File: config.mk
export PLATFORM = sky130hd
export DESIGN_NAME = cle_seq_decoder
export DESIGN_NICKNAME = d
export VERILOG_FILES = /design/src/rtl/cle_seq_decoder.sv
export SDC_FILE = /design/constraint.sdc
export NUM_CORES = 1
export LEC_CHECK = 0
export BUFFER_PORTS_ARGS = -buffer_cell sky130_fd_sc_hd__buf_2
export CORE_MARGIN = 3
export CORE_UTILIZATION = 29
export CTS_BUF_LIST = sky130_fd_sc_hd__clkbuf_2
export CTS_CLUSTER_DIAMETER = 200
export DETAILED_ROUTE_END_ITERATION = 10
export HOLD_SLACK_MARGIN = 0.06
export MAX_ROUTING_LAYER = met4
export SYNTH_ARGS = -nofsm -noshare
export SYNTH_HDL_FRONTEND = slang
export SYNTH_SLANG_ARGS = --single-unit
File: constraint.sdc
create_clock -name clk -period 6.65 [get_ports clk]
set_clock_uncertainty 0.05 [all_clocks]
set_input_delay 0.665 -clock clk [delete_from_list [all_inputs] [get_ports clk]]
set_output_delay 0.665 -clock clk [all_outputs]
set_load 0.005 [all_outputs]
File: src/rtl/cle_seq_decoder.sv
// Serial-ROM unlock decoder: a nibble key sequence on strobed bus reads unlocks the
// block, after which each read shifts out one bit of a fixed ID word, LSB first.
module cle_seq_decoder #(
  parameter int                         NIB_W      = 4,
  parameter int                         KEY_LEN    = 4,
  parameter logic [KEY_LEN*NIB_W-1:0]   KEY        = 16'h2AB9,
  parameter int                         ID_W       = 16,
  parameter logic [ID_W-1:0]            ID_VALUE   = 16'hC36A,
  parameter int                         MAX_FAIL   = 3,
  parameter logic [NIB_W-1:0]           RELOCK_NIB = 4'hF
) (
  input  logic                     clk,
  input  logic                     rst,
  input  logic                     SSER,
  input  logic                     BA13,
  input  logic                     BA12,
  input  logic [NIB_W-1:0]         BA,
  input  logic                     BR_W,
  input  logic                     BSTB,
  input  logic                     oe,
  output logic                     SDRD,
  output logic                     SDRD_OE,
  output logic [1:0]               q_state,
  output logic                     unlocked,
  output logic [$clog2(ID_W)-1:0]  bit_idx
);

  localparam int K_W  = (KEY_LEN > 1) ? $clog2(KEY_LEN) : 1;
  localparam int F_W  = $clog2(MAX_FAIL + 1);
  localparam int BI_W = $clog2(ID_W);

  typedef enum logic [1:0] {
    IDLE     = 2'd0,
    MATCH    = 2'd1,
    UNLOCKED = 2'd2,
    LOCKOUT  = 2'd3
  } state_t;

  state_t            state_r, state_s;
  logic [K_W-1:0]    k_r, k_s;
  logic [F_W-1:0]    fail_r, fail_s;
  logic [BI_W-1:0]   bit_idx_r, bit_idx_s;
  logic              bstb_q_r;
  logic              sdrd_hold_r;
  logic              sel_s, ev_s, sdrd_oe_s, fail_inc_s;

  // Key nibble idx, counted from the most-significant end of KEY.
  function automatic logic [NIB_W-1:0] key_nib(input int idx);
    return KEY[(KEY_LEN-1-idx)*NIB_W +: NIB_W];
  endfunction

  assign sel_s     = ~SSER & ~BA13 & BA12 & BR_W;
  assign ev_s      = sel_s & BSTB & ~bstb_q_r;
  assign sdrd_oe_s = sel_s & BSTB & (state_r == UNLOCKED) & (BA != RELOCK_NIB) & ~rst;

  // State register and strobe-edge history; bstb_q resets high so a held strobe cannot fire.
  always_ff @(posedge clk) begin
    if (rst) begin
      state_r     <= IDLE;
      k_r         <= '0;
      fail_r      <= '0;
      bit_idx_r   <= '0;
      bstb_q_r    <= 1'b1;
      sdrd_hold_r <= 1'b0;
    end else begin
      state_r   <= state_s;
      k_r       <= k_s;
      fail_r    <= fail_s;
      bit_idx_r <= bit_idx_s;
      bstb_q_r  <= BSTB;
      if (ev_s) begin
        sdrd_hold_r <= sdrd_oe_s & ID_VALUE[bit_idx_r];
      end
    end
  end

  // Next-state logic; only an ev cycle moves anything.
  always_comb begin
    state_s    = state_r;
    k_s        = k_r;
    fail_s     = fail_r;
    bit_idx_s  = bit_idx_r;
    fail_inc_s = 1'b0;
    if (ev_s) begin
      case (state_r)
        IDLE: begin
          if (BA == key_nib(0)) begin
            k_s     = (KEY_LEN == 1) ? '0 : K_W'(1);
            state_s = (KEY_LEN == 1) ? UNLOCKED : MATCH;
          end else begin
            state_s = IDLE;
          end
        end
        MATCH: begin
          if (BA == key_nib(int'(k_r))) begin
            if (k_r == K_W'(KEY_LEN - 1)) begin
              state_s   = UNLOCKED;
              k_s       = '0;
              fail_s    = '0;
              bit_idx_s = '0;
            end else begin
              k_s = k_r + K_W'(1);
            end
          end else begin
            fail_inc_s = 1'b1;
            fail_s     = (fail_r == F_W'(MAX_FAIL)) ? fail_r : fail_r + F_W'(1);
            if (fail_s >= F_W'(MAX_FAIL)) begin
              state_s = LOCKOUT;
              k_s     = '0;
            end else if (BA == key_nib(0)) begin
              state_s = MATCH;
              k_s     = K_W'(1);
            end else begin
              state_s = IDLE;
              k_s     = '0;
            end
          end
        end
        UNLOCKED: begin
          if (BA == RELOCK_NIB) begin
            state_s = IDLE;
            k_s     = '0;
          end else begin
            bit_idx_s = (bit_idx_r == BI_W'(ID_W - 1)) ? '0 : bit_idx_r + BI_W'(1);
          end
        end
        LOCKOUT: begin
          state_s = LOCKOUT;
        end
        default: begin
          state_s = IDLE;
          k_s     = '0;
        end
      endcase
    end else begin
      state_s = state_r;
    end
  end

  // While a strobe is held past its ev cycle, the bit captured at ev is replayed.
  assign SDRD_OE  = sdrd_oe_s;
  assign SDRD     = sdrd_oe_s & (ev_s ? ID_VALUE[bit_idx_r] : sdrd_hold_r);
  assign q_state  = oe ? 2'd0 : state_r;
  assign unlocked = (state_r == UNLOCKED) & ~rst;
  assign bit_idx  = bit_idx_r;

endmodule
==> results.cfg, run 1 <==
[flow_run]
cap_violations = 0

[critical_path]
endpoint = SDRD
r2r-start = k_r[1]
setup.reg_to_reg.worst_slack_ns = 4.37
cp-startpoint = state_r[0]
critical_path_class = register to output port
worst_r2r_path_depth = 8
critical_path_arrival_ns = 1.63
cp_data_required_time_ns = 5.93
start_kind = register
end_kind = output port
path_max_fanout = 7

[clock_tree]
hold_buffers = 0
cts-resized-gates = 0
cts_made_buffers = 3
cts_tree = yes
cts_buffer_depth = 2
ctsRootBufferMaster = clkbuf_2
cts_sinks = 13
clk_pin_slew_ns = 0.13
clkLatencyLatePin_ns = 0.28
htreeDepth = 1
cts_setup_buffers = 0

[power_and_ir_drop]
power_frac_comb = 0.124
peakVddDrop_mv = 0.07362
switching_power_mw = 0.03941
p_seq_frac = 0.572
power.share.clock = 0.304
power_mw = 0.1419
p_per_area_mw_per_mm2 = 119.5
intPower_mw = 0.1025
p_leak_nw = 0.4762
switching_share = 0.2777

[place]
dpl.cell_count = 184
dpl_cell_area_mm2 = 0.001167
hpwl_um = 1929
globalplace.congestion = 0.7903
port_buffers = 20

[routing]
routed_wl_um = 2395
drt_first_pass_iters = 4
drc = 0
via_per_inst = 5.106
drt_iter0_drc = 48
wl_per_cell_um = 12.74
antenna_left = 0
via_count = 960

[synth]
synthTopCellsByCount = dfxtp_1 (13), nor2_1 (12), a21oi_1 (11), nand2_1 (11)
synth_fp_nets = 144
avgSynthCellArea_um2 = 8.321
syn_area_mm2 = 0.001023
ys_seq_elements = 13
seq_area_frac_synth = 0.2543
synth_most_common_cell = dfxtp_1
synthFlopType = dfxtp_1
synth_top_area_frac = 0.2543
async_flop_share = 0
synth_edf_count = 0
synth_top_cell_by_area = dfxtp_1
synthCells = 123
yosys_warnings = 0
synthTopCellsByArea = dfxtp_1 (25%), ha_1 (11%), a21oi_1 (5.4%), nor2_1 (4.4%), nand2_1 (4.0%)
ys_types = 42

[cells_and_area]
register_area_um2 = 260.3
layout.cells.non_filler = 188
diodes = 0
drive_gt1_frac = 0.2361
area_growth_pct = 16.01
nFillCells = 370
multiInputGateArea_um2 = 718.2
fin_nets = 166
final_area_mm2 = 0.001187

[status]
status = finished, final reports clean

[timing]
drv_slew = 0
fmax_ghz = 0.4272
slew_headroom = 0.7145
hold_viol_final = 0
min_period_over_period = 0.3520
setup_viol = 0
final.setup.tns_ns = 0
period_minus_slack_ns = 2.341
tightest_slew_ns = 0.4244
rsz0062_at_grt = false

[floorplan]
ios = 21
start_util = 0.3195
rows = 20
dieArea_mm2 = 0.004278
core_area_mm2 = 0.003203
die_x_um = 65.41
die_height_um = 65.41

[grt]
grt_max_degree = 19
gr-total-overflow = 0
grt_pass1_wl_um = 4236
antenna_found_initial = 0
grt_use_total = 0.1307
grt_pass1_vias = 924

[worst_hold_path]
worstHoldStart = state_r[0]
worstHoldPathType = register to register
kinds of logic after synthesis:
family	count (synthesis)	share of synthesized area
and+or+nand+nor	52	0.2946
AOI/OAI and AO/OA	31	0.2335
DFF	13	0.2543
buffers and inverters	12	0.04401
adders and majority gates	9	0.1100
xor gates and xnor gates	3	0.03301
muxes	3	0.03056
registers in the layout, summed over array words and instances, names as in the netlist, named ones only:
| signal | cells |
|---|---|
| fail_r | 2 |
| sdrd_hold_r | 1 |
| bstb_q_r | 1 |
| bit_idx | 4 |
| state_r | 2 |
| k_r | 2 |
power by group through the flow:
stage	Sequential [mW]	Combinational [mW]	Clock, mW
detailed placement	0.0828	0.0176	0
finish	0.0812	0.0176	0.0432
floorplan	0.0824	0.0103	0
global route	0.0816	0.0197	0.0500
global placement	0.0827	0.0168	0
CTS	0.0811	0.0176	0.0456
layout by cell type (no fill, tap or decap), types with 2 or more instances in the layout:
master / netlist / final
dfxtp_1: 13 / 13
or2_2: 2 / 2
mux2i_1: 2 / 2
ha_1: 9 / 9
o21ai_0: 5 / 5
buf_2: 0 / 20
nand3_1: 4 / 4
nor4_1: 3 / 3
or3_1: 3 / 3
nor2b_1: 2 / 2
a21oi_1: 11 / 11
xnor2_1: 2 / 2
nand4_1: 2 / 2
a21o_1: 2 / 2
clkbuf_2: 0 / 4
and3_1: 2 / 2
nor2_1: 12 / 12
inv_1: 9 / 9
nand4b_1: 2 / 2
a211o_1: 2 / 2
nand2_1: 11 / 11
through the flow:
| stage | setup WS, ns | util | hold WS, ns |
|---|---|---|---|
| global route | 4.094 | 0.3707 | 0.5093 |
| finish | 4.309 | 0.3707 | 0.4666 |
| floorplan | 4.559 | - | 0.4159 |
| detailed placement | 4.310 | 0.3645 | 0.4487 |
| CTS | 4.262 | 0.3707 | 0.4682 |
| global placement | 4.328 | 0.3645 | 0.4399 |
per-layer routing:
metal  wire [µm]  global-route usage  vias up  share of wire
met5           0                   -        -              0
met4          26             0.03886        0          0.011
met3         125             0.03761        5          0.052
met2        1123              0.2149       20           0.47
met1        1119              0.1549      444           0.47
li1            -                   -      491              -
worst max-delay path, stage by stage (launching register included):
cell	delay, ns
dfxtp_1	0.36
inv_1	0.13
ha_1	0.30
nand2_1	0.15
nor4_1	0.24
buf_2	0.16
cell type report:
cell class,instances,share of cell area
repair buffers,20,0.08430
clock buffers,4,0.01686
inverters,9,0.02845
well taps,44,0.04636
multi-input cells,98,0.6048
flip-flops and latches,13,0.2192
worst min path at each step:
stage | endpoint | slack [ns] | cells past startpoint
floorplan | state_r[0] | 0.42 | 2
finish | state_r[0] | 0.47 | 2
CTS | state_r[0] | 0.47 | 2
detailed placement | state_r[0] | 0.45 | 2
global route | state_r[0] | 0.51 | 2
global placement | fail_r[0] | 0.44 | 2
(Power assumes the default switching activity.)
==> run 2, diff against run 1 <==
==> constraint.sdc (replaced) <==
create_clock -name clk -period 2.4 [get_ports clk]
set_clock_uncertainty 0.05 [all_clocks]
set_input_delay 0.24 -clock clk [delete_from_list [all_inputs] [get_ports clk]]
set_output_delay 0.24 -clock clk [all_outputs]
set_load 0.005 [all_outputs]
==> run 2 against run 1 <==
Net effect: die area stayed put; global-route usage is 0.41 points lower; routed wire length is 1.5% lower; register-to-register slack worse by 4.2 ns; combinational power grew to 2.8 times the previous value; clock power grew to 2.8 times the previous value; worst hold slack worse by 0.35 ns; first-iteration DRC count is 10% lower; via count is 2.1% higher; largest cell class unchanged; highest routed layer unchanged.
==> results.cfg, run 2 (synthesized netlist as in run 1, its figures left out) <==
[critical_path]
path_max_fanout = 5
critical-path-max-stage-delay_ns = 0.45
crit_slowest_cell = dfxtp_1
crit_chain = inv_1 > ha_1 > xnor2_1 > nor4_4 > or3_1 > a31oi_4 > a21oi_1 > a211o_1
cp_data_required_time_ns = 2.54
start_kind = register
end_kind = register
critical_path_arrival_ns = 2.37
critical_path_class = register to register

[cells_and_area]
fin_nets = 168
final_area_mm2 = 0.001202
post-route-util = 0.3754
largest_reg_flops = 4
layout_common_cells = buf_2 (20), dfxtp_1 (13), nor2_1 (12)
nFillCells = 358
drive_gt1_frac = 0.2466
diodes = 0
final_common_cell = buf_2
area_growth_pct = 17.48

[status]
status = finished, final reports clean

[routing]
drt_first_pass_iters = 4
routed_wl_um = 2360
via_per_inst = 5.158
m1WireLength_um = 1054
drc = 0
via_count = 980
top_layer = met4
dr_wl_met2_um = 1140
antenna_left = 0
drt_iter0_drc = 43
wl_per_cell_um = 12.42
met3_length_um = 147

[power_and_ir_drop]
power_frac_comb = 0.123
power.share.clock = 0.307
intPower_mw = 0.2841
p_seq_frac = 0.569
p_per_area_mw_per_mm2 = 328.2
p_leak_nw = 0.4871
peakVddDrop_mv = 0.2315
switching_power_mw = 0.1106
switching_share = 0.2803

[place]
port_buffers = 20
dpl_cell_area_mm2 = 0.001182
hpwl_um = 1951
globalplace.congestion = 0.8028

[floorplan]
die_x_um = 65.41
start_util = 0.3195
core_area_mm2 = 0.003203
ios = 21
rows = 20
dieArea_mm2 = 0.004278
die_height_um = 65.41

[clock_tree]
cts_sinks = 13
ctsRootBufferMaster = clkbuf_2
clk_pin_slew_ns = 0.15
cts_made_buffers = 3
hold_buffers = 0
htreeDepth = 1
cts_buffer_depth = 2
cts_setup_buffers = 0
clkLatencyLatePin_ns = 0.28
cts-resized-gates = 0
cts_tree = yes

[flow_run]
cap_violations = 0

[grt]
grt_use_total = 0.1266
grt_max_degree = 19
grt_pass1_vias = 955
gr-total-overflow = 0
antenna_found_initial = 0
grt_pass1_wl_um = 4112

[worst_hold_path]
worstHoldPathType = input pin to register

[timing]
fmax_ghz = 0.4484
period_minus_slack_ns = 2.230
final.setup.tns_ns = 0
drv_slew = 0
min_period_over_period = 0.9293
setup_viol = 0
tightest_slew_ns = 0.4315
slew_headroom = 0.7114
whs_ns = 0.1207
rsz0062_at_grt = false
hold_viol_final = 0
==> run 2: final timing paths <==
path,from,to,slack [ns],depth (start not counted)
worst max-delay path,k_r[1],register,0.17,8
worst min-delay path,BSTB,bstb_q_r,0.12,2
worst max register to register,k_r[1],register,0.17,8
worst min register to register,state_r[0],state_r[0],0.47,2
==> run 2: critical path, delay by kind of cell (launching register included) <==
kind | cells | cell delay, ns
XOR/XNOR | 1 | 0.34
AO/OA/AOI/OAI | 3 | 0.58
adder cells (fa/ha/maj) | 1 | 0.19
AND/OR/NAND/NOR | 2 | 0.48
flip-flops | 1 | 0.45
buffers and inverters | 1 | 0.07
==> run 2: final cells by class <==
cell class / count / area (µm²) / area share
well taps: 44 / 55.05 / 0.04579
multi-input cells: 98 / 718.2 / 0.5973
repair buffers: 22 / 115.1 / 0.09573
inverters: 9 / 33.78 / 0.02810
flip-flops and latches: 13 / 260.3 / 0.2164
clock buffers: 4 / 20.02 / 0.01665
==> run 2: through the flow <==
| step | std cells | power, mW | worst slack (ns) |
|---|---|---|---|
| finish | 190 | 0.3947 | 0.1697 |
| global route | 190 | 0.4227 | 0.01225 |
| CTS | 190 | 0.4023 | 0.1350 |
| detailed placement | 186 | 0.2782 | 0.1489 |
| global placement | 186 | 0.2768 | 0.2029 |
| floorplan | 123 | 0.2567 | 0.3094 |
==> run 2: metal layers <==
metal	GRT usage	vias up
met5	-	-
met4	0.03886	0
met3	0.03077	2
met2	0.2200	24
met1	0.1433	454
li1	-	500
==> run 2: power groups by stage <==
stage | sequential, mW | combinational (mW) | clock, mW
after global routing | 0.226 | 0.0536 | 0.143
after detailed placement | 0.229 | 0.0488 | 0
after CTS | 0.225 | 0.0490 | 0.129
after floorplan | 0.228 | 0.0285 | 0
after global placement | 0.230 | 0.0473 | 0
final | 0.225 | 0.0487 | 0.121
